==> src/rtl/residual_pkg.sv <==
// Shared constants and types for the residual-add feeder.
//   DEF_ADDR_W / DEF_DATA_W : default SRAM row address / row data widths
//   SCALE_W / SHIFT_W       : dequant scale and requant shift widths
//   feeder_state_e          : sequencer FSM states
package residual_pkg;

    localparam int unsigned DEF_ADDR_W = 9;
    localparam int unsigned DEF_DATA_W = 128;
    localparam int unsigned SCALE_W    = 10;
    localparam int unsigned SHIFT_W    = 5;

    typedef enum logic [2:0] {
        StIdle,
        StLoad,
        StIssue,
        StDrain,
        StFin
    } feeder_state_e;

endpackage

==> src/rtl/residual_stream_feeder_if.sv <==
// Stream interface between the feeder and the 16-lane residual adder.
//   scale_vld/scale_a/scale_b, shift_vld/shift : parameter load pulses to the adder
//   in_data_a/in_data_b/in_data_vld/in_addr/in_finish : operand beats to the adder
//   out_data/out_data_vld/out_addr/out_finish : result beats back from the adder
// master = feeder side, slave = adder side.
interface residual_stream_feeder_if
    import residual_pkg::*;
#(
    parameter int unsigned ADDR_W = DEF_ADDR_W,
    parameter int unsigned DATA_W = DEF_DATA_W
);
    logic               scale_vld;
    logic [SCALE_W-1:0] scale_a;
    logic [SCALE_W-1:0] scale_b;
    logic               shift_vld;
    logic [SHIFT_W-1:0] shift;

    logic [DATA_W-1:0]  in_data_a;
    logic [DATA_W-1:0]  in_data_b;
    logic               in_data_vld;
    logic [ADDR_W-1:0]  in_addr;
    logic               in_finish;

    logic [DATA_W-1:0]  out_data;
    logic               out_data_vld;
    logic [ADDR_W-1:0]  out_addr;
    logic               out_finish;

    modport master (
        output scale_vld, scale_a, scale_b, shift_vld, shift,
        output in_data_a, in_data_b, in_data_vld, in_addr, in_finish,
        input  out_data, out_data_vld, out_addr, out_finish
    );

    modport slave (
        input  scale_vld, scale_a, scale_b, shift_vld, shift,
        input  in_data_a, in_data_b, in_data_vld, in_addr, in_finish,
        output out_data, out_data_vld, out_addr, out_finish
    );
endinterface

==> src/rtl/feeder_delay_line.sv <==
// Fixed-depth shift register carrying {vld, idx, last} so that beat tags line up
// with data returning from a pipelined SRAM read.
//   clk, rst_n                  : clock, async active-low reset
//   src_vld, src_idx, src_last  : tag entering the line (same cycle as the read strobe)
//   dly_vld, dly_idx, dly_last  : tag leaving the line Depth cycles later
module feeder_delay_line #(
    parameter int unsigned Depth = 1,
    parameter int unsigned IdxW  = 9
) (
    input  logic            clk,
    input  logic            rst_n,
    input  logic            src_vld,
    input  logic [IdxW-1:0] src_idx,
    input  logic            src_last,
    output logic            dly_vld,
    output logic [IdxW-1:0] dly_idx,
    output logic            dly_last
);
    logic [Depth-1:0]           vld_q;
    logic [Depth-1:0]           last_q;
    logic [Depth-1:0][IdxW-1:0] idx_q;

    always_ff @(posedge clk or negedge rst_n) begin
        if (!rst_n) begin
            vld_q  <= '0;
            last_q <= '0;
            idx_q  <= '0;
        end else begin
            vld_q[0]  <= src_vld;
            last_q[0] <= src_last;
            idx_q[0]  <= src_idx;
            for (int i = 1; i < int'(Depth); i++) begin
                vld_q[i]  <= vld_q[i-1];
                last_q[i] <= last_q[i-1];
                idx_q[i]  <= idx_q[i-1];
            end
        end
    end

    assign dly_vld  = vld_q[Depth-1];
    assign dly_idx  = idx_q[Depth-1];
    assign dly_last = last_q[Depth-1];
endmodule

==> src/rtl/residual_stream_feeder.sv <==
// Residual-add lane sequencer. Reads main-path (bank A) and residual (bank B) rows,
// issues them to the adder as tagged beats, and writes the returned results back.
//   clk, rst_n        : clock, async active-low reset
//   cfg_*             : run configuration, latched on cfg_vld while idle
//   start/busy/done   : layer-controller handshake
//   rd_gnt            : arbiter grant for both read banks
//   a_rd_*/b_rd_*     : SRAM read strobes, rows and returned data (RD_LAT cycles)
//   lane              : adder stream interface (operands out, results in)
//   wr_en/wr_addr/wr_data : registered writeback port
module residual_stream_feeder
    import residual_pkg::*;
#(
    parameter int unsigned ADDR_W = DEF_ADDR_W,
    parameter int unsigned DATA_W = DEF_DATA_W,
    parameter int unsigned RD_LAT = 1
) (
    input  logic               clk,
    input  logic               rst_n,
    input  logic               cfg_vld,
    input  logic [ADDR_W-1:0]  cfg_base_a,
    input  logic [ADDR_W-1:0]  cfg_base_b,
    input  logic [ADDR_W-1:0]  cfg_base_o,
    input  logic [ADDR_W:0]    cfg_len,
    input  logic [SCALE_W-1:0] cfg_scale_a,
    input  logic [SCALE_W-1:0] cfg_scale_b,
    input  logic [SHIFT_W-1:0] cfg_shift,
    input  logic               start,
    output logic               busy,
    output logic               done,
    input  logic               rd_gnt,
    output logic               a_rd_en,
    output logic               b_rd_en,
    output logic [ADDR_W-1:0]  a_rd_addr,
    output logic [ADDR_W-1:0]  b_rd_addr,
    input  logic [DATA_W-1:0]  a_rd_data,
    input  logic [DATA_W-1:0]  b_rd_data,
    residual_stream_feeder_if.master lane,
    output logic               wr_en,
    output logic [ADDR_W-1:0]  wr_addr,
    output logic [DATA_W-1:0]  wr_data
);
    localparam logic [ADDR_W:0] CntOne = {{ADDR_W{1'b0}}, 1'b1};

    feeder_state_e state_q, state_d;

    logic [ADDR_W-1:0]  base_a_q, base_b_q, base_o_q;
    logic [ADDR_W:0]    len_q;
    logic [SCALE_W-1:0] scale_a_q, scale_b_q;
    logic [SHIFT_W-1:0] shift_q;

    logic [ADDR_W:0]    idx_q, idx_d;
    logic [ADDR_W:0]    ret_cnt_q, ret_cnt_d;
    logic               fin_seen_q, fin_seen_d;

    logic               cfg_load;
    logic               strobe;
    logic               strobe_last;
    logic               accept;

    logic               wr_en_q;
    logic [ADDR_W-1:0]  wr_addr_q;
    logic [DATA_W-1:0]  wr_data_q;

    logic [DATA_W-1:0]  hold_a_q, hold_b_q;
    logic [ADDR_W-1:0]  hold_addr_q;

    logic               dly_vld, dly_last;
    logic [ADDR_W-1:0]  dly_idx;

    assign busy = (state_q == StLoad) || (state_q == StIssue) || (state_q == StDrain);
    assign done = (state_q == StFin);

    assign strobe_last = (idx_q == (len_q - CntOne));

    // Results are taken only while a run is active and only up to len beats.
    assign accept = busy && lane.out_data_vld && (ret_cnt_q < len_q);

    always_comb begin
        ret_cnt_d  = ret_cnt_q;
        fin_seen_d = fin_seen_q;
        if (state_q == StFin) begin
            ret_cnt_d  = '0;
            fin_seen_d = 1'b0;
        end else begin
            if (accept) begin
                ret_cnt_d = ret_cnt_q + CntOne;
            end
            if (busy && lane.out_data_vld && lane.out_finish) begin
                fin_seen_d = 1'b1;
            end
        end
    end

    always_comb begin
        state_d  = state_q;
        idx_d    = idx_q;
        cfg_load = 1'b0;
        strobe   = 1'b0;
        unique case (state_q)
            StIdle: begin
                cfg_load = cfg_vld;
                if (start) begin
                    state_d = StLoad;
                end
            end
            StLoad: begin
                state_d = (len_q != '0) ? StIssue : StFin;
            end
            StIssue: begin
                if (rd_gnt) begin
                    strobe = 1'b1;
                    idx_d  = idx_q + CntOne;
                    if (strobe_last) begin
                        state_d = StDrain;
                    end
                end
            end
            StDrain: begin
                // Uses the next-state counters so the beat arriving now can finish the run.
                if ((ret_cnt_d == len_q) && fin_seen_d) begin
                    state_d = StFin;
                end
            end
            StFin: begin
                idx_d   = '0;
                state_d = StIdle;
            end
            default: begin
                state_d = StIdle;
            end
        endcase
    end

    always_ff @(posedge clk or negedge rst_n) begin
        if (!rst_n) begin
            state_q     <= StIdle;
            base_a_q    <= '0;
            base_b_q    <= '0;
            base_o_q    <= '0;
            len_q       <= '0;
            scale_a_q   <= '0;
            scale_b_q   <= '0;
            shift_q     <= '0;
            idx_q       <= '0;
            ret_cnt_q   <= '0;
            fin_seen_q  <= 1'b0;
            wr_en_q     <= 1'b0;
            wr_addr_q   <= '0;
            wr_data_q   <= '0;
            hold_a_q    <= '0;
            hold_b_q    <= '0;
            hold_addr_q <= '0;
        end else begin
            state_q    <= state_d;
            idx_q      <= idx_d;
            ret_cnt_q  <= ret_cnt_d;
            fin_seen_q <= fin_seen_d;
            if (cfg_load) begin
                base_a_q  <= cfg_base_a;
                base_b_q  <= cfg_base_b;
                base_o_q  <= cfg_base_o;
                len_q     <= cfg_len;
                scale_a_q <= cfg_scale_a;
                scale_b_q <= cfg_scale_b;
                shift_q   <= cfg_shift;
            end
            wr_en_q <= accept;
            if (accept) begin
                wr_addr_q <= base_o_q + lane.out_addr;
                wr_data_q <= lane.out_data;
            end
            if (dly_vld) begin
                hold_a_q    <= a_rd_data;
                hold_b_q    <= b_rd_data;
                hold_addr_q <= dly_idx;
            end
        end
    end

    feeder_delay_line #(
        .Depth (RD_LAT),
        .IdxW  (ADDR_W)
    ) u_delay (
        .clk      (clk),
        .rst_n    (rst_n),
        .src_vld  (strobe),
        .src_idx  (idx_q[ADDR_W-1:0]),
        .src_last (strobe_last),
        .dly_vld  (dly_vld),
        .dly_idx  (dly_idx),
        .dly_last (dly_last)
    );

    assign a_rd_en   = strobe;
    assign b_rd_en   = strobe;
    assign a_rd_addr = base_a_q + idx_q[ADDR_W-1:0];
    assign b_rd_addr = base_b_q + idx_q[ADDR_W-1:0];

    assign lane.scale_vld = (state_q == StLoad);
    assign lane.shift_vld = (state_q == StLoad);
    assign lane.scale_a   = scale_a_q;
    assign lane.scale_b   = scale_b_q;
    assign lane.shift     = shift_q;

    // Beat fields pass read data through when valid and hold the last beat otherwise.
    assign lane.in_data_vld = dly_vld;
    assign lane.in_finish   = dly_vld && dly_last;
    assign lane.in_addr     = dly_vld ? dly_idx : hold_addr_q;
    assign lane.in_data_a   = dly_vld ? a_rd_data : hold_a_q;
    assign lane.in_data_b   = dly_vld ? b_rd_data : hold_b_q;

    assign wr_en   = wr_en_q;
    assign wr_addr = wr_addr_q;
    assign wr_data = wr_data_q;
endmodule

==> src/flat_wrapper.sv <==
// flat-port wrapper written by rule: the top's interface ports become plain ports
module residual_stream_feeder_flat import residual_pkg::*;
#(
    parameter int unsigned ADDR_W = DEF_ADDR_W,
    parameter int unsigned DATA_W = DEF_DATA_W,
    parameter int unsigned RD_LAT = 1
)
  (clk, rst_n, cfg_vld, cfg_base_a, cfg_base_b, cfg_base_o, cfg_len, cfg_scale_a, cfg_scale_b, cfg_shift, start, busy, done, rd_gnt, a_rd_en, b_rd_en, a_rd_addr, b_rd_addr, a_rd_data, b_rd_data, wr_en, wr_addr, wr_data, lane_scale_vld, lane_scale_a, lane_scale_b, lane_shift_vld, lane_shift, lane_in_data_a, lane_in_data_b, lane_in_data_vld, lane_in_addr, lane_in_finish, lane_out_data, lane_out_data_vld, lane_out_addr, lane_out_finish);
  residual_stream_feeder_if #(.ADDR_W(ADDR_W), .DATA_W(DATA_W)) lane_i ();
  input  logic clk;
  input  logic rst_n;
  input  logic cfg_vld;
  input  logic [ADDR_W-1:0] cfg_base_a;
  input  logic [ADDR_W-1:0] cfg_base_b;
  input  logic [ADDR_W-1:0] cfg_base_o;
  input  logic [ADDR_W:0] cfg_len;
  input  logic [SCALE_W-1:0] cfg_scale_a;
  input  logic [SCALE_W-1:0] cfg_scale_b;
  input  logic [SHIFT_W-1:0] cfg_shift;
  input  logic start;
  output logic busy;
  output logic done;
  input  logic rd_gnt;
  output logic a_rd_en;
  output logic b_rd_en;
  output logic [ADDR_W-1:0] a_rd_addr;
  output logic [ADDR_W-1:0] b_rd_addr;
  input  logic [DATA_W-1:0] a_rd_data;
  input  logic [DATA_W-1:0] b_rd_data;
  output logic wr_en;
  output logic [ADDR_W-1:0] wr_addr;
  output logic [DATA_W-1:0] wr_data;
  output wire logic [$bits(lane_i.scale_vld)-1:0] lane_scale_vld;
  output wire logic [$bits(lane_i.scale_a)-1:0] lane_scale_a;
  output wire logic [$bits(lane_i.scale_b)-1:0] lane_scale_b;
  output wire logic [$bits(lane_i.shift_vld)-1:0] lane_shift_vld;
  output wire logic [$bits(lane_i.shift)-1:0] lane_shift;
  output wire logic [$bits(lane_i.in_data_a)-1:0] lane_in_data_a;
  output wire logic [$bits(lane_i.in_data_b)-1:0] lane_in_data_b;
  output wire logic [$bits(lane_i.in_data_vld)-1:0] lane_in_data_vld;
  output wire logic [$bits(lane_i.in_addr)-1:0] lane_in_addr;
  output wire logic [$bits(lane_i.in_finish)-1:0] lane_in_finish;
  input wire logic [$bits(lane_i.out_data)-1:0] lane_out_data;
  input wire logic [$bits(lane_i.out_data_vld)-1:0] lane_out_data_vld;
  input wire logic [$bits(lane_i.out_addr)-1:0] lane_out_addr;
  input wire logic [$bits(lane_i.out_finish)-1:0] lane_out_finish;
  assign lane_scale_vld = lane_i.scale_vld;
  assign lane_scale_a = lane_i.scale_a;
  assign lane_scale_b = lane_i.scale_b;
  assign lane_shift_vld = lane_i.shift_vld;
  assign lane_shift = lane_i.shift;
  assign lane_in_data_a = lane_i.in_data_a;
  assign lane_in_data_b = lane_i.in_data_b;
  assign lane_in_data_vld = lane_i.in_data_vld;
  assign lane_in_addr = lane_i.in_addr;
  assign lane_in_finish = lane_i.in_finish;
  assign lane_i.out_data = lane_out_data;
  assign lane_i.out_data_vld = lane_out_data_vld;
  assign lane_i.out_addr = lane_out_addr;
  assign lane_i.out_finish = lane_out_finish;
  residual_stream_feeder #(.ADDR_W(ADDR_W), .DATA_W(DATA_W), .RD_LAT(RD_LAT)) u_core (.clk(clk), .rst_n(rst_n), .cfg_vld(cfg_vld), .cfg_base_a(cfg_base_a), .cfg_base_b(cfg_base_b), .cfg_base_o(cfg_base_o), .cfg_len(cfg_len), .cfg_scale_a(cfg_scale_a), .cfg_scale_b(cfg_scale_b), .cfg_shift(cfg_shift), .start(start), .busy(busy), .done(done), .rd_gnt(rd_gnt), .a_rd_en(a_rd_en), .b_rd_en(b_rd_en), .a_rd_addr(a_rd_addr), .b_rd_addr(b_rd_addr), .a_rd_data(a_rd_data), .b_rd_data(b_rd_data), .lane(lane_i), .wr_en(wr_en), .wr_addr(wr_addr), .wr_data(wr_data));
endmodule
==> config.mk <==
export PLATFORM = sky130hd
export DESIGN_NAME = residual_stream_feeder_flat
export DESIGN_NICKNAME = d
export VERILOG_FILES = /design/src/rtl/residual_pkg.sv /design/src/rtl/residual_stream_feeder_if.sv /design/src/rtl/feeder_delay_line.sv /design/src/rtl/residual_stream_feeder.sv /design/src/flat_wrapper.sv
export SDC_FILE = /design/constraint.sdc
export NUM_CORES = 1
export LEC_CHECK = 0
export BUFFER_PORTS_ARGS = -buffer_cell sky130_fd_sc_hd__buf_2
export CAP_MARGIN = 0
export CELL_PAD_IN_SITES_DETAIL_PLACEMENT = 0
export CELL_PAD_IN_SITES_GLOBAL_PLACEMENT = 1
export CORE_AREA = 2 2 357 359
export DETAILED_ROUTE_END_ITERATION = 8
export DIE_AREA = 0 0 359 361
export HOLD_SLACK_MARGIN = 0.06
export PLACE_DENSITY_LB_ADDON = 0.25
export REMOVE_ABC_BUFFERS = 1
export SLEW_MARGIN = 20
export SYNTH_ARGS = -nofsm -noshare
export SYNTH_HDL_FRONTEND = slang
export SYNTH_SLANG_ARGS = --single-unit
==> constraint.sdc <==
create_clock -name clk -period 4.05 [get_ports clk]
set_clock_uncertainty 0.2 [all_clocks]
set_input_delay 0.81 -clock clk [delete_from_list [all_inputs] [get_ports clk]]
set_output_delay 0.81 -clock clk [all_outputs]
set_load 0.005 [all_outputs]
==> results_dict.tcl <==
set metrics [dict create \
    die_width_um 359 \
    synth-edff-count 0 \
    synth_area_sq_mm 0.0203 \
    yosysTopAreaCellShare_pct 61.7 \
    drc 0 \
    period_share_pct 93.1 \
    root_buffer "clkbuf_16" \
    wl_um 82000 \
    synth_top_cell_by_area "dfrtp_1" \
    dpl.cell_count 4175 \
    post_dp_cell_area_sq_mm 0.0271 \
    cp_max_fo 6 \
    critPathBufInv 3 \
    arrival_ns 2.76 \
    cts_buffers 67 \
    ys.flop_type "dfrtp_1" \
    utilization_pct 23.3 \
    fin_crit_ns 3.77 \
    drv_cap 0 \
    hold_viol_final 0 \
    vias_per_cell 3.66 \
    cts.reportedPaths.clkPinSlew_ns 0.05 \
    die_area_sq_mm 0.130 \
    antenna_found_initial 23 \
    dr.pass1.iters 4 \
    cp-start-kind "flop" \
    postRouteAntennaNets 0 \
    wire_per_inst_um 19.1 \
    outcome "completed" \
    grt_start_max_net_pins 101 \
    ir_worst_vdd_mv 0.217 \
    synth_cell_types 56 \
    synth_warnings 0 \
    critPathSlowestCell "dfrtp_2" \
    layout_setup_ws_ns 0.279 \
    cp_slowest_stage_delay_ns 0.42 \
    p_leak_nw 14.5 \
    syn_inst 1646 \
    p_per_area_mw_per_mm2 496 \
    synth-seq-area-share_pct 61.7 \
    cp.required_ns 3.04 \
    synth.most_common_cell "dfrtp_1" \
    endpoint_kind "output pin" \
    core_area_sq_mm 0.125 \
    ys_ff_latch 500 \
    num_rows 130 \
    maxSlewHeadroom_pct 41.8 \
    die_h_um 361 \
    via_count 15719 \
    async_flop_share_pct 100 \
    nFillCells 13717 \
    grt_pass1_wl_um 119000 \
    drive_gt1_share_pct 52.7 \
    crit_chain "ha_1, inv_1, fa_2, inv_1, a21oi_1, o21ai_2, a21oi_1, o21bai_1, a21o_1, a21oi_2, xnor2_1, buf_2" \
    rsz0062_at_grt "no" \
    hpwl_um 63900 \
    cp_top_family "compound AO/OA/AOI/OAI gates" \
    finalSetupViolations 0 \
    cts.sinks 500 \
    first_global_vias 16704 \
    synth.top_cells.by_count "500 x dfrtp_1, 433 x nand2_1, 314 x mux2_2, 69 x clkbuf_1" \
    stdcell_count 4298 \
    clock_path_buffers 3 \
    avgSynthCellArea_sq_um 12.3 \
    cts_tree "yes" \
    io_pins 916 \
    start_util_pct 16.2 \
    port_buffers 915 \
    final_max_slew_viol_count 0 \
    finalNetCount 3099 \
    syn2layout_area_growth_pct 44.3 \
    crit_type "reg2out" \
    place_ws_ns 0.339 \
    tightest_slew_ns 0.872 \
    final_area_sq_mm 0.0293 \
    ys_top_cells_by_area "dfrtp_1 62%, mux2_2 17%, nand2_1 8.0%" \
    grt_usage_pct 12.4 \
    grt_overflow 0 \
    h-tree-depth 3 \
    clk_latency_ns 0.61 \
    fmax_ghz 0.265 \
    drt_iter0_drc 522 \
    hp-class "in2reg" \
    gp_congestion 0.798 \
]
## worst min-delay path: cells and delay by family
| family | cells | cell delay, ns |
|---|---|---|
| AND/OR/NAND/NOR | 2 | 0.08 |
| buffers and inverters | 1 | 0.07 |
## cells by family after synthesis
| group | after synthesis | share of synthesized area [%] |
|---|---|---|
| simple gates | 524 | 10.6 |
| flops | 500 | 61.7 |
| xor+xnor | 55 | 2.41 |
| fa+ha+maj | 39 | 2.52 |
| buf+inv | 118 | 2.31 |
| compound gates | 94 | 2.89 |
| mux | 316 | 17.5 |
## placed cells by master (no fill, tap or decap), drive strengths merged, types with 3 or more instances in the layout
master  count
nand3      10
nor3        6
nand4       9
o21bai      4
a311oi      3
and2        5
nor2b       4
or3         3
clkbuf     97
xnor2      34
inv        40
nor2       30
and3        5
a21oi      29
xor2       21
o21ai      35
mux2      314
nand2b      4
dfrtp     500
nand2     435
buf       963
diode       4
a21o        5
nor4        4
ha         36
fa          3
clkinv     14
## registers in the layout (all words and copies together) (netlist names)
register	count
u_core.base_a_q	9
u_core.base_b_q	9
u_core.base_o_q	9
u_core.fin_seen_q	1
u_core.hold_a_q	128
u_core.hold_addr_q	9
u_core.hold_b_q	128
u_core.idx_q	10
u_core.lane.scale_a	10
u_core.lane.scale_b	10
u_core.lane.shift	5
u_core.len_q	10
u_core.ret_cnt_q	10
u_core.state_q	3
u_core.u_delay.dly_idx	9
u_core.u_delay.dly_last	1
u_core.u_delay.dly_vld	1
u_core.wr_addr	9
u_core.wr_data	128
u_core.wr_en	1
## area by class of cell
type	instances	area, sq um	share of cell area, %
multi-input combinational	1028	7330	25.1
tap	1650	2060	7.06
antenna	4	10.0	0.0342
inverter	37	141	0.483
clock buffer	97	1910	6.53
sequential	500	12500	42.8
clock inverter	18	160	0.547
timing repair buffer	964	5120	17.5
## power by group
group          switching [W]  leakage (nW)  internal [W]
Clock                0.00236          1.02       0.00334
Combinational        0.00159          7.52       0.00134
Sequential          0.000304          6.00       0.00557
## worst paths after layout
check                                   from  cells after the start                        end  slack (ns)
min                         lane_out_data[2]                      3          u_core.wr_data[2]        0.18
min reg2reg                u_core.wr_data[5]                      2          u_core.wr_data[5]        0.27
max reg2reg                  u_core.len_q[8]                     12          u_core.state_q[0]        0.39
max in group asynchronous              rst_n                      4        u_core.hold_b_q[22]        1.95
max                          u_core.idx_q[0]                     12               b_rd_addr[8]        0.28
min in group asynchronous              rst_n                      2  u_core.u_delay.dly_idx[8]        0.58
## stage by stage
step / hold slack, ns / TNS (ns) / total power (W)
2_1_floorplan: 0.266 / -1824.32 / 0.00729
3_3_place_gp: 0.253 / 0 / 0.00896
3_5_place_dp: 0.257 / 0 / 0.00896
4_1_cts: 0.108 / 0 / 0.0148
5_1_grt: 0.129 / 0 / 0.0154
6_report: 0.183 / 0 / 0.0145
## routing by layer
layer,routed length [um],global-route usage (%)
met4,2530,4.27
met5,236,0
met3,7760,5.46
met2,41000,21.5
met1,30500,13.3
## what timing repair did
action / CTS / global route
pin swaps: 0 / 3
cloned: 0 / 0
buffers inserted: 0 / 3
endpoints found under the setup margin: 2 / 3
hold endpoints to repair: 49 / 0
resized for setup: 2 / 7
hold buffers: 1 / 0
Note: power is estimated with default switching activity, not from simulation.
